===== src/rtl/enable_ctrl_pkg.sv =====
// Shared types and constants for the enable burst controller.
package enable_ctrl_pkg;

  // Sequencer states; the encoding is exposed on the controller's fsm_state port.
  typedef enum logic [2:0] {
    IDLE      = 3'd0,
    WR_PERIOD = 3'd1,
    WR_THRESH = 3'd2,
    RUN       = 3'd3,
    STOP      = 3'd4
  } ebc_state_t;

  // Default register offsets inside the enable_generator AXI-lite map.
  localparam logic [31:0] DEF_PERIOD_OFFSET    = 32'h4;
  localparam logic [31:0] DEF_THRESHOLD_OFFSET = 32'h8;

  // AXI write response codes.
  localparam logic [1:0] RESP_OKAY   = 2'b00;
  localparam logic [1:0] RESP_SLVERR = 2'b10;

endpackage


===== src/rtl/axil_simple_write_master.sv =====
// Single-beat AXI-lite write master. A go pulse launches one write of data to
// addr; done strobes on the B handshake with the slave's response on resp.
//
// Handshake rule: a channel transfers on a rising clock edge where valid and
// ready are both high. Once raised, a valid (and its payload) is held until
// that transfer happens; AW and W are raised together and each drops on its
// own handshake. go must only be asserted when no write is outstanding.
module axil_simple_write_master
  import enable_ctrl_pkg::*;
(
  input  logic        clock,
  input  logic        reset,
  input  logic        go,
  input  logic [31:0] addr,
  input  logic [31:0] data,
  output logic        done,
  output logic [1:0]  resp,
  output logic        awvalid,
  input  logic        awready,
  output logic [31:0] awaddr,
  output logic        wvalid,
  input  logic        wready,
  output logic [31:0] wdata,
  output logic [3:0]  wstrb,
  input  logic        bvalid,
  output logic        bready,
  input  logic [1:0]  bresp
);

  assign wstrb = 4'hF;
  assign done  = bvalid && bready;
  assign resp  = bresp;

  // Launch on go, retire each channel on its own handshake, release bready on B.
  always_ff @(posedge clock or negedge reset) begin
    if (!reset) begin
      awvalid <= 1'b0;
      wvalid  <= 1'b0;
      bready  <= 1'b0;
      awaddr  <= 32'h0;
      wdata   <= 32'h0;
    end else if (go) begin
      awvalid <= 1'b1;
      wvalid  <= 1'b1;
      bready  <= 1'b1;
      awaddr  <= addr;
      wdata   <= data;
    end else begin
      if (awvalid && awready) awvalid <= 1'b0;
      if (wvalid && wready)   wvalid  <= 1'b0;
      if (done)               bready  <= 1'b0;
    end
  end

endmodule


===== src/rtl/enable_burst_controller.sv =====
// Programs an enable_generator over AXI-lite, then gates it on for a burst of
// cfg_burst_len pulses (0 = until abort) and reports completion with done.
module enable_burst_controller
  import enable_ctrl_pkg::*;
#(
  parameter logic [31:0] BASE_ADDR        = 32'h0,
  parameter logic [31:0] PERIOD_OFFSET    = DEF_PERIOD_OFFSET,
  parameter logic [31:0] THRESHOLD_OFFSET = DEF_THRESHOLD_OFFSET,
  parameter int          COUNT_W          = 16
) (
  input  logic               clock,
  input  logic               reset,
  input  logic               start,
  input  logic               abort,
  input  logic [31:0]        cfg_period,
  input  logic [31:0]        cfg_threshold,
  input  logic [COUNT_W-1:0] cfg_burst_len,
  output logic               gen_enable,
  input  logic               gen_pulse,
  output logic               busy,
  output logic               done,
  output logic               error,
  output logic [COUNT_W-1:0] pulse_count,
  output logic [2:0]         fsm_state,
  output logic               axil_awvalid,
  input  logic               axil_awready,
  output logic [31:0]        axil_awaddr,
  output logic               axil_wvalid,
  input  logic               axil_wready,
  output logic [31:0]        axil_wdata,
  output logic [3:0]         axil_wstrb,
  input  logic               axil_bvalid,
  output logic               axil_bready,
  input  logic [1:0]         axil_bresp,
  output logic               axil_arvalid,
  output logic [31:0]        axil_araddr,
  output logic               axil_rready
);

  ebc_state_t         state;
  logic [31:0]        thresh_q;
  logic [COUNT_W-1:0] len_q;
  logic               abort_seen;
  logic               pulse_q;
  logic               edge_q;
  logic               accept;
  logic               thresh_go;
  logic               wr_go;
  logic               wr_done;
  logic [1:0]         wr_resp;
  logic [31:0]        wr_addr;
  logic [31:0]        wr_data;
  logic               hit_len;
  logic               count_en;

  // Read channels are never used.
  assign axil_arvalid = 1'b0;
  assign axil_araddr  = 32'h0;
  assign axil_rready  = 1'b1;

  assign busy      = (state != IDLE);
  assign fsm_state = state;

  // abort beats start in IDLE.
  assign accept    = (state == IDLE) && start && !abort;
  // Threshold write launches on the same edge the period write's B completes,
  // unless an abort arrived during the period write.
  assign thresh_go = (state == WR_PERIOD) && wr_done && (wr_resp == RESP_OKAY)
                     && !abort && !abort_seen;
  assign wr_go     = accept || thresh_go;
  // The period write launches straight from the start cycle, so it takes the
  // live cfg_period; the master holds its own copy for the transaction.
  assign wr_addr   = (state == IDLE) ? (BASE_ADDR + PERIOD_OFFSET)
                                     : (BASE_ADDR + THRESHOLD_OFFSET);
  assign wr_data   = (state == IDLE) ? cfg_period : thresh_q;

  // Counting continues in STOP so a pulse coinciding with abort is not lost.
  assign count_en  = edge_q && ((state == RUN) || (state == STOP))
                     && (pulse_count != '1);
  assign hit_len   = (state == RUN) && edge_q && (len_q != '0)
                     && (pulse_count == len_q - COUNT_W'(1));

  axil_simple_write_master u_wr (
    .clock   (clock),
    .reset   (reset),
    .go      (wr_go),
    .addr    (wr_addr),
    .data    (wr_data),
    .done    (wr_done),
    .resp    (wr_resp),
    .awvalid (axil_awvalid),
    .awready (axil_awready),
    .awaddr  (axil_awaddr),
    .wvalid  (axil_wvalid),
    .wready  (axil_wready),
    .wdata   (axil_wdata),
    .wstrb   (axil_wstrb),
    .bvalid  (axil_bvalid),
    .bready  (axil_bready),
    .bresp   (axil_bresp)
  );

  // Pulse edge detect (one register stage) and saturating pulse counter.
  always_ff @(posedge clock or negedge reset) begin
    if (!reset) begin
      pulse_q     <= 1'b0;
      edge_q      <= 1'b0;
      pulse_count <= '0;
    end else begin
      pulse_q <= gen_pulse;
      edge_q  <= gen_pulse && !pulse_q;
      if (accept)        pulse_count <= '0;
      else if (count_en) pulse_count <= pulse_count + COUNT_W'(1);
    end
  end

  // Sequencer: program period, program threshold, run burst, stop.
  always_ff @(posedge clock or negedge reset) begin
    if (!reset) begin
      state      <= IDLE;
      gen_enable <= 1'b0;
      done       <= 1'b0;
      error      <= 1'b0;
      abort_seen <= 1'b0;
      thresh_q   <= 32'h0;
      len_q      <= '0;
    end else begin
      done <= 1'b0;
      case (state)
        IDLE: begin
          if (accept) begin
            thresh_q   <= cfg_threshold;
            len_q      <= cfg_burst_len;
            error      <= 1'b0;
            abort_seen <= 1'b0;
            state      <= WR_PERIOD;
          end
        end
        WR_PERIOD: begin
          if (abort) abort_seen <= 1'b1;
          if (wr_done) begin
            if (wr_resp != RESP_OKAY) begin
              error <= 1'b1;
              state <= STOP;
            end else if (abort || abort_seen) begin
              state <= STOP;
            end else begin
              state <= WR_THRESH;
            end
          end
        end
        WR_THRESH: begin
          if (abort) abort_seen <= 1'b1;
          if (wr_done) begin
            if (wr_resp != RESP_OKAY) begin
              error <= 1'b1;
              state <= STOP;
            end else if (abort || abort_seen) begin
              state <= STOP;
            end else begin
              gen_enable <= 1'b1;
              state      <= RUN;
            end
          end
        end
        RUN: begin
          if (abort || hit_len) state <= STOP;
        end
        STOP: begin
          gen_enable <= 1'b0;
          done       <= 1'b1;
          abort_seen <= 1'b0;
          state      <= IDLE;
        end
        default: state <= IDLE;
      endcase
    end
  end

endmodule


===== config.mk =====
export PLATFORM = sky130hd
export DESIGN_NAME = enable_burst_controller
export DESIGN_NICKNAME = d
export VERILOG_FILES = /design/src/rtl/enable_ctrl_pkg.sv /design/src/rtl/axil_simple_write_master.sv /design/src/rtl/enable_burst_controller.sv
export SDC_FILE = /design/constraint.sdc
export NUM_CORES = 1
export LEC_CHECK = 0
export ABC_AREA = 1
export CAP_MARGIN = 10
export CORE_MARGIN = 2
export CORE_UTILIZATION = 48
export CTS_BUF_LIST = sky130_fd_sc_hd__clkbuf_16
export CTS_CLUSTER_SIZE = 14
export DETAILED_ROUTE_END_ITERATION = 12
export PLACE_DENSITY = 0.85
export SLEW_MARGIN = 20
export SYNTH_ARGS = -nofsm -noshare
export SYNTH_HDL_FRONTEND = slang
export SYNTH_HIERARCHICAL = 1
export SYNTH_SLANG_ARGS = --single-unit

===== constraint.sdc =====
create_clock -name clock -period 2.65 [get_ports clock]
set_clock_uncertainty 0.2 [all_clocks]
set_input_delay 0.265 -clock clock [delete_from_list [all_inputs] [get_ports clock]]
set_output_delay 0.265 -clock clock [all_outputs]
set_load 0.05 [all_outputs]

# After elaboration in Yosys (flattened, before gate mapping)
# Index checks and enable logic that the tools add are counted.
dict set report op_classes {
  muxes 30
  n_shift 0
  div_mod_pow 0
  addsub 2
  n_lt_le_gt_ge 0
  n_reduce_logical 40
  n_eq_ne 15
  bitwise 0
  n_mul 0
}
# cell count
set op_table {}
lappend op_table {{16-bit two-way mux} 2}
lappend op_table {{32-bit two-way mux} 1}
lappend op_table {{3-bit two-way mux} 8}
lappend op_table {{16-bit by 1-bit adder with 16-bit output (second input constant)} 1}
lappend op_table {{16-bit == test} 1}
lappend op_table {{16-bit != test (second input constant)} 1}
lappend op_table {{16-bit nonzero test} 1}
lappend op_table {{16-bit by 1-bit subtractor with 16-bit output (second input constant)} 1}
lappend op_table {{1-bit logical AND} 15}
lappend op_table {{1-bit two-way mux} 14}
lappend op_table {{2-bit nonzero test} 7}
lappend op_table {{3-bit case mux with 4 select lines} 1}
lappend op_table {{4-bit AND reduction} 3}
lappend op_table {{2-bit != test (second input constant)} 5}
lappend op_table {{2-bit by 1-bit != test with 1-bit output (second input constant)} 4}
lappend op_table {{3-bit by 2-bit == test with 1-bit output (second input constant)} 2}
lappend op_table {{3-bit nonzero test} 2}
lappend op_table {{1-bit logical OR} 4}
lappend op_table {{4-bit two-way mux} 1}
lappend op_table {{1-bit case mux with 2 select lines} 2}
lappend op_table {{3-bit by 1-bit == test with 1-bit output (second input constant)} 1}
lappend op_table {{3-bit == test (second input constant)} 1}
lappend op_table {{1-bit logical NOT} 3}
lappend op_table {{3-bit logical NOT} 1}
lappend op_table {{5 further kinds} 5}
dict set report word_totals {
  rom_bits 0
  ff_bits 140
  word_cells 102
  ram_bits 0
  input_bits 90
  n_memories 0
  latchBits 0
}

# Logic depth before layout (Yosys ltp)
dict set report depth {
  word_depth 7
  depth_mapped 16
  depth_no_buf 16
}

# Hierarchy
# The synthesis kept the hierarchy.
# mod n_inst seq_area_each_um2 area_per_inst_um2 cells_each
set by_module_without_submodules {}
lappend by_module_without_submodules {enable_burst_controller 1 1826.8 4470.5 654}
lappend by_module_without_submodules {axil_simple_write_master 1 1676.6 2626.3 292}

# Least setup slack after synthesis
# Ideal clock, no wire load.
dict set report synth_path {
  path_kind {flip-flop to flip-flop}
  from {register state[1] (netlist: fsm_state[1])}
  to {register u_wr.awaddr[3]}
  synth_period_minus_slack_ps 2375
  required_ps 2383
  path_slack_ps 275
  path_stages_with_launch 12
  arrival_time_ps 2108
  path_cell_list {dfrtp_1 > nor2_1 > inv_2 > nor2_4 > nand3_2 > buf_2 > clkbuf_1 > o31ai_1 > buf_4 > buf_6 > nand2_1 > nand2_1}
}
dict set report synth_via {
  elab_chain_len 6
  word_cells_on_any_way 10
  cone_classes {eq/ne: 1; mux: 1; reduce/logical: 8}
}
# element line_no
set synth_rtl {}
lappend synth_rtl {{start, declared} enable_burst_controller.sv:40} ;# ebc_state_t state;
lappend synth_rtl {{start signal, assigned} enable_burst_controller.sv:120} ;# state <= IDLE;
lappend synth_rtl {{start signal, assigned} enable_burst_controller.sv:136} ;# state <= WR_PERIOD;
lappend synth_rtl {{start signal, assigned} enable_burst_controller.sv:144} ;# state <= STOP;
lappend synth_rtl {{3-bit by 1-bit == test with 1-bit output} enable_burst_controller.sv:68} ;# assign thresh_go = (state == WR_PERIOD) && wr_done && (wr_resp == RESP_OKAY)
lappend synth_rtl {{1-bit logical AND (2 in a row)} enable_burst_controller.sv:68}
lappend synth_rtl {{1-bit logical AND (2 in a row)} enable_burst_controller.sv:69} ;# && !abort && !abort_seen;
lappend synth_rtl {{1-bit logical OR *} enable_burst_controller.sv:70} ;# assign wr_go = accept || thresh_go;
lappend synth_rtl {{net wr_go} enable_burst_controller.sv:48} ;# logic wr_go;
lappend synth_rtl {{end signal, assigned} axil_simple_write_master.sv:46} ;# awaddr <= addr;
lappend synth_rtl {{end, declared} axil_simple_write_master.sv:20} ;# output logic [31:0] awaddr,
# The timed path passes the listed nets; every way through them passes the cells marked *.
# A chain may end at the register's enable or synchronous reset.

# Worst setup path in the final report
dict set report layout_path {
  from {register state[1] (netlist: fsm_state[1])}
  to {output busy}
}
dict set report layout_via {
  elab_chain_len 1
}
# element line_no
set layout_rtl {}
lappend layout_rtl {{3-bit nonzero test} enable_burst_controller.sv:61} ;# assign busy = (state != IDLE);
lappend layout_rtl {{end, declared} enable_burst_controller.sv:20} ;# output logic busy,
# No other way between the ends.

==> run summary <==
====================================================================================================
Outcome ............................................................................... finished, final reports clean
Pre-Repair DR Iteration Count .........................................................            5
GP Congestion .........................................................................        0.891
CTS tree ..............................................................................        built
Pin count of the biggest net entering global routing ..................................           54
Routed length per instance ............................................................      13.7 um
Aggregate negative setup slack ........................................................         0 ns
Signal arrival time at the worst endpoint .............................................      2.02 ns
Vias in the first global route ........................................................         6236
Worst Hold Path EP .................................................................... pulse_q$_DFF_PN0_
Antenna-violating nets left ...........................................................            0
Dpl cells .............................................................................         1315
Top cell type's share of synthesized area .............................................        49.4%
Initial antenna violation count .......................................................            0
Count of endpoints failing hold in the final timing report ............................            0
Syn_area_per_cell .....................................................................   7.50 sq um
Vias per std cell .....................................................................         4.83
YS warnings ...........................................................................            6
Die outline area ...................................................................... 0.0158 sq mm
Worst path setup slack after routing ..................................................     0.166 ns
Max VDD drop ..........................................................................       489 uV
Number of register bits inferred by synthesis .........................................          140
Filler-free cell count of the finished design .........................................         1348
Start of the worst register-to-register path .......................................... fsm_state[1]$_DFFE_PN0P_
Worst hold path type .................................................................. input port to register
Die Y .................................................................................       126 um
CTS max path bufs .....................................................................            2
First-pass GRT wire length ............................................................     30800 um
Global-route met1 utilization .........................................................        31.6%
Post-CTS Setup Bufs ...................................................................            0
DRC violation count after routing .....................................................            0
Static leakage power ..................................................................      5.00 nW
Hold Path Origin ......................................................................    gen_pulse
Worst-case reg-to-reg path depth ......................................................            9
Most area-consuming cells after synthesis ............................................. sky130_fd_sc_hd__dfrtp_1 (49%), sky130_fd_sc_hd__nand2_1 (27%), sky130_fd_sc_hd__buf_4 (4.4%)
Post-placement setup slack ............................................................     0.319 ns
Vias after detailed routing ...........................................................         6509
Clock buffer count from CTS ...........................................................           17
Met3 Use GR ...........................................................................        4.28%
Maximum achievable frequency ..........................................................    0.403 GHz
Root buffer cell ...................................................................... sky130_fd_sc_hd__clkbuf_16
Count of unique library cells instantiated by Yosys ...................................           37
Hold depth ............................................................................            1
Chip width ............................................................................       126 um
Type of destination of the critical path ..............................................  output port
Cell count after synthesis ............................................................          946
Unrepaired setup endpoints after global routing .......................................           no
Clock-pin slew reported for the worst setup and hold paths after clock tree synthesis .      0.06 ns
Final Setup Violations ................................................................            0
Capturing point of the worst reg2reg path ............................................. error$_DFFE_PN0P_
Clock Latency Late Sink ...............................................................      0.42 ns
Worst setup path class ................................................................ register to output port
Total power divided by cell area ...................................................... 1200 mW/mm^2
Final layout net count ................................................................         1244
Least-Margin Pin Slew .................................................................     0.569 ns
Shortest period the worst path allows .................................................      2.48 ns
Area of the multi-input gates ......................................................... 0.00314 sq mm
Total routed wirelength ...............................................................     18500 um
Effective utilization at floorplan ....................................................        49.0%
Sequential fraction of the synthesis area .............................................        49.4%
CTS H-Tree Depth ......................................................................            4
Number of clock sinks .................................................................          140
Type of origin of the critical path ...................................................     register
Required time worst endpoint ..........................................................      2.18 ns
Number of maximum-capacitance constraint violations ...................................            0
Number of placed I/O pins .............................................................          218
Number of filler instances in the final layout ........................................         1186
Final period utilization ..............................................................        93.7%
Utilization after layout ..............................................................        66.4%
Met2 routing resource usage after global routing ......................................        40.2%
Grt total ovfl ........................................................................            0
Setup slack of the most critical reg-to-reg path ......................................      0.31 ns
Number of max-slew violations in the final report .....................................            0
Layer with the highest usage ..........................................................         met2
Max-slew headroom at the worst pin ....................................................        61.9%
Cell type with the largest total area after synthesis ................................. sky130_fd_sc_hd__dfrtp_1
Std cell rows .........................................................................           44
Area taken by flip-flops and latches .................................................. 0.00350 sq mm
Synth-to-Final Area Change ............................................................        35.4%
Iteration-0 DRC count of the detailed router ..........................................          418
Overall routing resource usage ........................................................        24.3%
Antenna cell count ....................................................................            0
DP HPWL ...............................................................................     13200 um
Most common cell after layout, fill and taps aside .................................... sky130_fd_sc_hd__nand2_1
I/O Buffers ...........................................................................          179
Top library cells by usage in the layout, fill and taps aside ......................... sky130_fd_sc_hd__nand2_1 (518), sky130_fd_sc_hd__clkdlybuf4s50_1 (177), sky130_fd_sc_hd__dfrtp_1 (140)
Source of the critical timing path .................................................... fsm_state[1]$_DFFE_PN0P_
Worst-path fanout max .................................................................           35
Post-synth design cell area ........................................................... 0.00710 sq mm
Placeable Area ........................................................................ 0.0145 sq mm
Proportion of layout cells with a drive suffix above 1 ................................        5.93%
====================================================================================================
[synthesized netlist by cell type, drive strengths merged]
cell type,number
buf,58
xnor2,3
o21ai,21
dfrtp,140
inv,50
clkbuf,15
a21boi,1
clkinv,1
o21bai,3
conb,3
o21a,2
o31ai,3
nand3b,3
nor3,7
nor2,64
xor2,11
nand4,4
nor4,1
nand3,20
ha,3
nand2,521
nor3b,1
a21oi,10
o211ai,1
[state kept, by name (all words and copies together) (netlist names), 3 cells and up]
register,flops
thresh_q,32
len_q,16
u_wr/wdata,32
u_wr/awaddr,32
fsm_state,3
pulse_count,16
[stage by stage]
| stage | hold WS [ns] | area, sq um | power [mW] |
|---|---|---|---|
| floorplan | -0.231 | 7340 | 7.41 |
| global placement | 0.0653 | 9000 | 9.05 |
| detailed placement | 0.0651 | 9000 | 9.18 |
| CTS | 0.109 | 9600 | 11.6 |
| global route | 0.128 | 9610 | 12.3 |
| finish | 0.116 | 9610 | 11.6 |
[how the worst max path moves through the flow]
stage	slack, ns	end
floorplan	0.27	u_wr/awaddr[3]$_DFFE_PN0P_
global placement	0.37	u_wr/wdata[18]$_DFFE_PN0P_
detailed placement	0.32	u_wr/wdata[8]$_DFFE_PN0P_
CTS	0.07	busy
global route	0.02	busy
finish	0.17	busy
[timing repair]
action                                 4_1_cts  5_1_grt
gates resized for setup                      1        2
hold buffers                                 1        0
setup endpoints to repair                    1        1
endpoints found under the hold margin       50        0
[final cells by class]
cell class / instances / area share [%]
sequential: 140 / 36.5
multi-input combinational: 747 / 32.7
timing repair buffer: 194 / 20.3
clock buffer: 17 / 4.43
tap: 184 / 2.40
inverter: 51 / 1.99
clock inverter: 15 / 1.67
[metal layers]
metal / part of all wire, % / wire length (um)
met1: 41 / 7530
met4: 3.3 / 617
met3: 7.7 / 1430
met2: 48 / 8920
met5: 0 / 0
[report_power, final]
part           total, mW  leakage [nW]  internal (mW)  switching [mW]
Clock               2.36         0.293           1.40           0.962
Sequential          3.57          1.78           2.98           0.584
Combinational       5.65          2.93           1.82            3.83
[critical path, cell delays in order, from the launching register on]
cell,delay (ns)
sky130_fd_sc_hd__dfrtp_1,0.44
sky130_fd_sc_hd__nor2_1,0.18
sky130_fd_sc_hd__inv_2,0.07
sky130_fd_sc_hd__nor2_4,0.14
sky130_fd_sc_hd__buf_12,0.21
sky130_fd_sc_hd__clkinv_1,0.11
sky130_fd_sc_hd__buf_4,0.21
sky130_fd_sc_hd__buf_4,0.21
[kinds of logic (layout without fill, tap and decap cells)]
group                      count (synthesis)  in the layout  share of synthesized area [%]
DFF                                      140            140                           49.4
other                                      3             68                          0.159
and+or+nand+nor                          621            621                           34.9
buffers and inverters                    124            277                           9.96
xor gates and xnor gates                  14             14                           1.73
AOI/OAI and AO/OA                         41             41                           3.35
adders and majority gates                  3              3                          0.529
(Power assumes the default switching activity.)
